$ cat config.mk
export PLATFORM = sky130hd
export DESIGN_NAME = peg_draw_controller
export DESIGN_NICKNAME = d
export VERILOG_FILES = /design/src/rtl/draw_pkg.sv /design/src/rtl/rect_scanner.sv /design/src/rtl/peg_draw_controller.sv
export SDC_FILE = /design/constraint.sdc
export NUM_CORES = 1
export LEC_CHECK = 0
export CAP_MARGIN = 20
export CORE_MARGIN = 2
export CORE_UTILIZATION = 52
export CTS_BUF_LIST = sky130_fd_sc_hd__clkbuf_2 sky130_fd_sc_hd__clkbuf_4 sky130_fd_sc_hd__clkbuf_8
export DETAILED_ROUTE_END_ITERATION = 8
export PLACE_DENSITY = 0.84
export SYNTH_ARGS = -nofsm -noshare
export SYNTH_HDL_FRONTEND = slang
export SYNTH_SLANG_ARGS = --single-unit
$ cat constraint.sdc
create_clock -name clock -period 3.6 [get_ports clock]
set_input_delay 0.54 -clock clock [delete_from_list [all_inputs] [get_ports clock]]
set_output_delay 0.54 -clock clock [all_outputs]
set_load 0.02 [all_outputs]
$ cat src/rtl/draw_pkg.sv
// Shared types and constants for the board display drawing path.
package draw_pkg;

  typedef enum logic [1:0] {
    IDLE  = 2'd0,
    CLEAR = 2'd1,
    PEG   = 2'd2,
    DONE  = 2'd3
  } state_t;

  localparam int SCREEN_W = 160;
  localparam int SCREEN_H = 120;

  localparam logic [2:0] BLACK = 3'b000;
  localparam logic [2:0] RED   = 3'b100;
  localparam logic [2:0] WHITE = 3'b111;

endpackage

$ cat src/rtl/rect_scanner.sv
// Row-major 2-D counter: dx is the inner loop, dy the outer loop, wrapping to (0,0).
module rect_scanner (
  input  logic       clock,
  input  logic       reset,
  input  logic [7:0] i_w,
  input  logic [7:0] i_h,
  input  logic       i_start,
  input  logic       i_advance,
  output logic [7:0] o_dx,
  output logic [7:0] o_dy,
  output logic       o_last,
  output logic       o_edge
);

  logic [7:0] r_dx;
  logic [7:0] r_dy;
  logic       w_dx_end;
  logic       w_dy_end;

  assign w_dx_end = (r_dx == i_w - 8'd1);
  assign w_dy_end = (r_dy == i_h - 8'd1);

  always_ff @(posedge clock or negedge reset) begin
    if (!reset) begin
      r_dx <= 8'd0;
      r_dy <= 8'd0;
    end else if (i_start) begin
      r_dx <= 8'd0;
      r_dy <= 8'd0;
    end else if (i_advance) begin
      if (w_dx_end) begin
        r_dx <= 8'd0;
        r_dy <= w_dy_end ? 8'd0 : r_dy + 8'd1;
      end else begin
        r_dx <= r_dx + 8'd1;
      end
    end
  end

  assign o_dx   = r_dx;
  assign o_dy   = r_dy;
  assign o_last = w_dx_end && w_dy_end;
  assign o_edge = (r_dx == 8'd0) || w_dx_end || (r_dy == 8'd0) || w_dy_end;

endmodule

$ cat src/rtl/peg_draw_controller.sv
// Arbitrates screen-clear and peg draw requests and scans rectangles into the VGA adapter.
// The scanner leads the outputs by one pixel so every output can be registered.
module peg_draw_controller #(
  parameter int         PEG_W        = 8,
  parameter int         PEG_H        = 7,
  parameter int         SCREEN_W     = draw_pkg::SCREEN_W,
  parameter int         SCREEN_H     = draw_pkg::SCREEN_H,
  parameter logic [2:0] CLEAR_COLOUR = draw_pkg::BLACK
) (
  input  logic       clock,
  input  logic       reset,
  input  logic       clear_req,
  input  logic       peg_req,
  input  logic [7:0] peg_x,
  input  logic [7:0] peg_y,
  input  logic [2:0] peg_colour,
  input  logic       peg_full,
  output logic       clear_ack,
  output logic       peg_ack,
  output logic       busy,
  output logic       done,
  output logic [7:0] vga_x,
  output logic [7:0] vga_y,
  output logic [2:0] vga_colour,
  output logic       vga_plot
);
  import draw_pkg::*;

  localparam logic [7:0] LP_SW = 8'(SCREEN_W);
  localparam logic [7:0] LP_SH = 8'(SCREEN_H);
  localparam logic [7:0] LP_PW = 8'(PEG_W);
  localparam logic [7:0] LP_PH = 8'(PEG_H);

  state_t     r_state;
  logic       r_scan_end;
  logic [7:0] r_peg_x, r_peg_y;
  logic [2:0] r_peg_colour;
  logic       r_peg_full;
  logic       r_clear_ack, r_peg_ack, r_busy, r_done, r_vga_plot;
  logic [7:0] r_vga_x, r_vga_y;
  logic [2:0] r_vga_colour;

  state_t     w_nx_state;
  logic       w_nx_scan_end, w_start, w_advance, w_emit, w_latch;
  logic       w_nx_clear_ack, w_nx_peg_ack, w_nx_done;
  logic       w_is_clear, w_full, w_last, w_edge;
  logic [7:0] w_w, w_h, w_dx, w_dy, w_base_x, w_base_y;
  logic [8:0] w_sum_x, w_sum_y;
  logic [7:0] w_pix_x, w_pix_y;
  logic [2:0] w_pix_colour;
  logic       w_pix_plot;

  rect_scanner u_scan (
    .clock     (clock),
    .reset     (reset),
    .i_w       (w_w),
    .i_h       (w_h),
    .i_start   (w_start),
    .i_advance (w_advance),
    .o_dx      (w_dx),
    .o_dy      (w_dy),
    .o_last    (w_last),
    .o_edge    (w_edge)
  );

  // In IDLE the grant cycle emits pixel (0,0), so peg fields come straight from the inputs.
  always_comb begin
    w_is_clear = (r_state == CLEAR) || ((r_state == IDLE) && clear_req);
    w_w        = w_is_clear ? LP_SW : LP_PW;
    w_h        = w_is_clear ? LP_SH : LP_PH;
    w_base_x   = (r_state == IDLE) ? peg_x : r_peg_x;
    w_base_y   = (r_state == IDLE) ? peg_y : r_peg_y;
    w_full     = (r_state == IDLE) ? peg_full : r_peg_full;
    w_sum_x    = {1'b0, w_base_x} + {1'b0, w_dx};
    w_sum_y    = {1'b0, w_base_y} + {1'b0, w_dy};
    if (w_is_clear) begin
      w_pix_x      = w_dx;
      w_pix_y      = w_dy;
      w_pix_colour = CLEAR_COLOUR;
      w_pix_plot   = 1'b1;
    end else begin
      w_pix_x      = w_sum_x[7:0];
      w_pix_y      = w_sum_y[7:0];
      w_pix_colour = (r_state == IDLE) ? peg_colour : r_peg_colour;
      w_pix_plot   = (w_sum_x < {1'b0, LP_SW}) && (w_sum_y < {1'b0, LP_SH}) && (w_full || w_edge);
    end
  end

  always_comb begin
    w_nx_state     = r_state;
    w_nx_scan_end  = 1'b0;
    w_start        = 1'b0;
    w_advance      = 1'b0;
    w_emit         = 1'b0;
    w_latch        = 1'b0;
    w_nx_clear_ack = 1'b0;
    w_nx_peg_ack   = 1'b0;
    w_nx_done      = 1'b0;
    case (r_state)
      IDLE: begin
        if (clear_req) begin
          w_nx_state     = CLEAR;
          w_nx_clear_ack = 1'b1;
          w_emit         = 1'b1;
        end else if (peg_req) begin
          w_nx_state   = PEG;
          w_nx_peg_ack = 1'b1;
          w_latch      = 1'b1;
          w_emit       = 1'b1;
        end else begin
          w_start = 1'b1;
        end
      end
      CLEAR, PEG: begin
        if (r_scan_end) begin
          w_nx_state = DONE;
          w_nx_done  = 1'b1;
          w_start    = 1'b1;
        end else begin
          w_emit = 1'b1;
        end
      end
      DONE: begin
        w_nx_state = IDLE;
        w_start    = 1'b1;
      end
      default: w_nx_state = IDLE;
    endcase
    if (w_emit) begin
      w_advance     = 1'b1;
      w_nx_scan_end = w_last;
    end
  end

  always_ff @(posedge clock or negedge reset) begin
    if (!reset) begin
      r_state      <= IDLE;
      r_scan_end   <= 1'b0;
      r_peg_x      <= 8'd0;
      r_peg_y      <= 8'd0;
      r_peg_colour <= 3'd0;
      r_peg_full   <= 1'b0;
      r_clear_ack  <= 1'b0;
      r_peg_ack    <= 1'b0;
      r_busy       <= 1'b0;
      r_done       <= 1'b0;
      r_vga_x      <= 8'd0;
      r_vga_y      <= 8'd0;
      r_vga_colour <= 3'd0;
      r_vga_plot   <= 1'b0;
    end else begin
      r_state     <= w_nx_state;
      r_scan_end  <= w_nx_scan_end;
      r_clear_ack <= w_nx_clear_ack;
      r_peg_ack   <= w_nx_peg_ack;
      r_busy      <= (w_nx_state != IDLE);
      r_done      <= w_nx_done;
      r_vga_plot  <= w_emit && w_pix_plot;
      if (w_latch) begin
        r_peg_x      <= peg_x;
        r_peg_y      <= peg_y;
        r_peg_colour <= peg_colour;
        r_peg_full   <= peg_full;
      end
      if (w_emit) begin
        r_vga_x      <= w_pix_x;
        r_vga_y      <= w_pix_y;
        r_vga_colour <= w_pix_colour;
      end
    end
  end

  assign clear_ack  = r_clear_ack;
  assign peg_ack    = r_peg_ack;
  assign busy       = r_busy;
  assign done       = r_done;
  assign vga_x      = r_vga_x;
  assign vga_y      = r_vga_y;
  assign vga_colour = r_vga_colour;
  assign vga_plot   = r_vga_plot;

endmodule

==> impl_metrics.ini, run 1 <==
[pwr]
power.total_mw = 3.89
irDropWorstVdd_mv = 0.405
leakage_nw = 2.14
p_per_area_mw_per_mm2 = 836

[sta]
rsz0062_at_grt = false
relSlewSlack_pct = 49.8
setup_slack_ns = 0.370
slew_violations = 0
max_slew.worst_pin.slew_ns = 0.754
period_share_pct = 89.7
tns_ns = 0
max_freq_ghz = 0.310
setup_viol = 0
hold_violations = 0
fin_skew_ns = 0.00698
finalCriticalPeriod_ns = 3.23
whs_ns = 0.256

[yosys]
yosys-top-cells-area = dfrtp_1 41%, nand2_1 10%, ha_1 8.7%, mux2_2 5.2%, nor2_1 3.6%
synth_top_area_share_pct = 40.6
synth_most_common_cell = nand2_1
async_flop_share_pct = 100
yosys.area_share.simple_pct = 20.5
synthAdderAreaFrac_pct = 9.74
synth_cells = 432
avgSynthCellArea_um2 = 8.98
synthFlopType = dfrtp_1
yosysWarnings = 0
synth_xor_area_share_pct = 4.29
synth_seq_cells = 63
yosysTopAreaCell = dfrtp_1
synth_compound_area_share_pct = 15.4
syn-cell-area_mm2 = 0.00388
synth_nets = 485
synthMuxAreaShare_pct = 6.25
synth_top_family_by_area = simple AND/OR/NAND/NOR gates
synth_common_cells = 103 x nand2_1, 63 x dfrtp_1, 37 x nor2_1
yosysSeqAreaShare_pct = 40.6
synth.distinct_cells = 53
synth_enable_flop_cells = 0

[setup_path]
r2r-end = vga_plot$_DFF_PN0_
rrSetupSlack_ns = 0.37
worstSetupStartpoint = r_state[1]$_DFF_PN0_
r2r_cells = 11
path_max_fanout = 11
start_kind = flop
crit_end = vga_plot$_DFF_PN0_
end_kind = flop
crit_path_max_incr_delay_ns = 0.41
worstSetupPathType = reg2reg
cp_slowest_cell = dfrtp_1
arrival_ns = 3.52
timing.rr.start = r_state[1]$_DFF_PN0_
path_cells = inv_1 -> ha_2 -> buf_4 -> mux2_2 -> ha_1 -> a21oi_1 -> a21oi_1 -> a211oi_1 -> mux2_2 -> a21oi_1 -> a31o_1
crit_top_cell = a21oi_1
worstPathRequired_ns = 3.89

[grt]
grt_use_total_pct = 24.9
grt_max_degree = 35
antenna_found_initial = 0
grt_pass1_vias = 3271
grt_overflow = 0
grt_pass1_wl_um = 16200

[placed_design]
place_congestion = 0.918
dpl-instance-area_mm2 = 0.00446
hpwl_um = 6820
io_buffers = 47
post-place-cells = 569
pre_cts_ws_ns = 0.228

[detailed_routing]
num_vias = 3285
antenna_left = 0
first_iter_violations = 140
drc = 0
vias_per_cell = 5.62
drt-total-wl_um = 9400
firstDrtPassIters = 5
wl_per_cell_um = 16.1

[cts]
cts_setup_buffers = 0
cts-buffers-inserted = 9
cts_tree = done
clockBufferDepth = 2
clkLatencyLatePin_ns = 0.35
numClockSinks = 63
cts_root_buf = clkbuf_8
ctsHtreeMaxLevel = 3
clkSlewWorstSetupHoldPaths_ns = 0.07

[floorplanning]
fp.dieW_um = 90.4
initial_core_util_pct = 53.5
dieArea_mm2 = 0.00817
io_pins = 48
die_h_um = 90.4
rows = 31
coreArea_mm2 = 0.00725

[final_layout]
drive_gt1_share_pct = 12.3
final_cell_area_mm2 = 0.00466
n_antenna_cell = 0
final_core_util_pct = 64.2
layout.nets = 534
syn_to_final_growth_pct = 20.1
stdcell_count = 585

[run]
maxCapViolCount = 0

[worst_hold_path]
hp-class = in2async

[run_status]
status = finished, final reports clean
## cell usage in the layout (no fill, tap or decap), types with 4 or more instances in the layout
cell,n
nand2_1,103
dfrtp_1,63
clkdlybuf4s50_1,46
nor2_1,37
ha_1,26
mux2_2,18
o21ai_0,18
a21oi_1,18
a31oi_1,12
inv_1,10
xnor2_1,10
clkbuf_8,10
buf_4,10
nand3_1,9
xor2_1,9
a211oi_1,7
o31ai_1,6
mux2i_1,4
nor2b_1,4
and3_1,4
nor3_1,4
a21o_1,4
## critical path: cells and delay by family, from the launching register on
kind,cells,cell delay (ns)
AOI/OAI and AO/OA,5,0.95
adders and majority gates,2,0.74
buffers and inverters,2,0.36
DFF,1,0.41
muxes,2,0.72
## where the power goes
part	internal, mW	total (mW)	leakage [nW]	switching [mW]
clock	0.351	0.624	0.107	0.273
sequential	0.965	1.12	0.810	0.160
combinational	0.920	2.15	1.22	1.23
total	2.23	3.89	2.14	1.66
## per-layer routing
layer	track usage (%)	wire (µm)	vias to the layer above
met2	39.8	4420	109
met5	0	0	-
met3	5.43	549	9
met4	8.46	112	0
met1	33.7	4310	1565
li1	-	-	1602
## repair_timing
item,4_1_cts,5_1_grt
endpoints found under the setup margin,0,3
gates resized for setup,0,1
hold buffers,0,0
endpoints found under the hold margin,0,0
## registers in the layout (all words and copies together), names as in the netlist, 2 cells and up
register      count
u_scan.o_dy       8
u_scan.o_dx       8
r_peg_colour      3
vga_colour        3
r_state           2
vga_y             8
r_peg_y           8
r_peg_x           8
vga_x             8
## cells by family (layout without fill, tap and decap cells)
group                      count (synthesis)  count (layout)
buffers and inverters                     29              83
and+or+nand+nor                          182             182
xor gates and xnor gates                  19              19
adders and majority gates                 29              29
DFF                                       63              63
AOI/OAI and AO/OA                         88              88
muxes                                     22              22
## worst min path at each step
stage | startpoint | to | slack [ns]
final | reset | vga_x[4]$_DFFE_PN0P_ | 0.26
after CTS | reset | peg_ack$_DFF_PN0_ | 0.27
after global placement | r_peg_x[7]$_DFFE_PN0P_ | r_peg_x[7]$_DFFE_PN0P_ | 0.45
after global routing | reset | peg_ack$_DFF_PN0_ | 0.31
after floorplan | reset | busy$_DFF_PN0_ | 0.24
after detailed placement | r_peg_colour[0]$_DFFE_PN0P_ | r_peg_colour[0]$_DFFE_PN0P_ | 0.46
## cell type report
type                       count  area [µm²]
fill                         605        2590
multi-input combinational    340        2180
sequential                    63        1580
timing repair buffer          57         541
clock buffer                  12         153
tap                           99         124
clock inverter                 4        45.0
inverter                      10        37.5
(Power assumes the default switching activity.)
==> inputs of run 2 (changes only) <==
CTS_CLUSTER_DIAMETER = 50   (was not set)
==> results of run 2 <==
Final layout, timing and power as in run 1 (identical DEF).
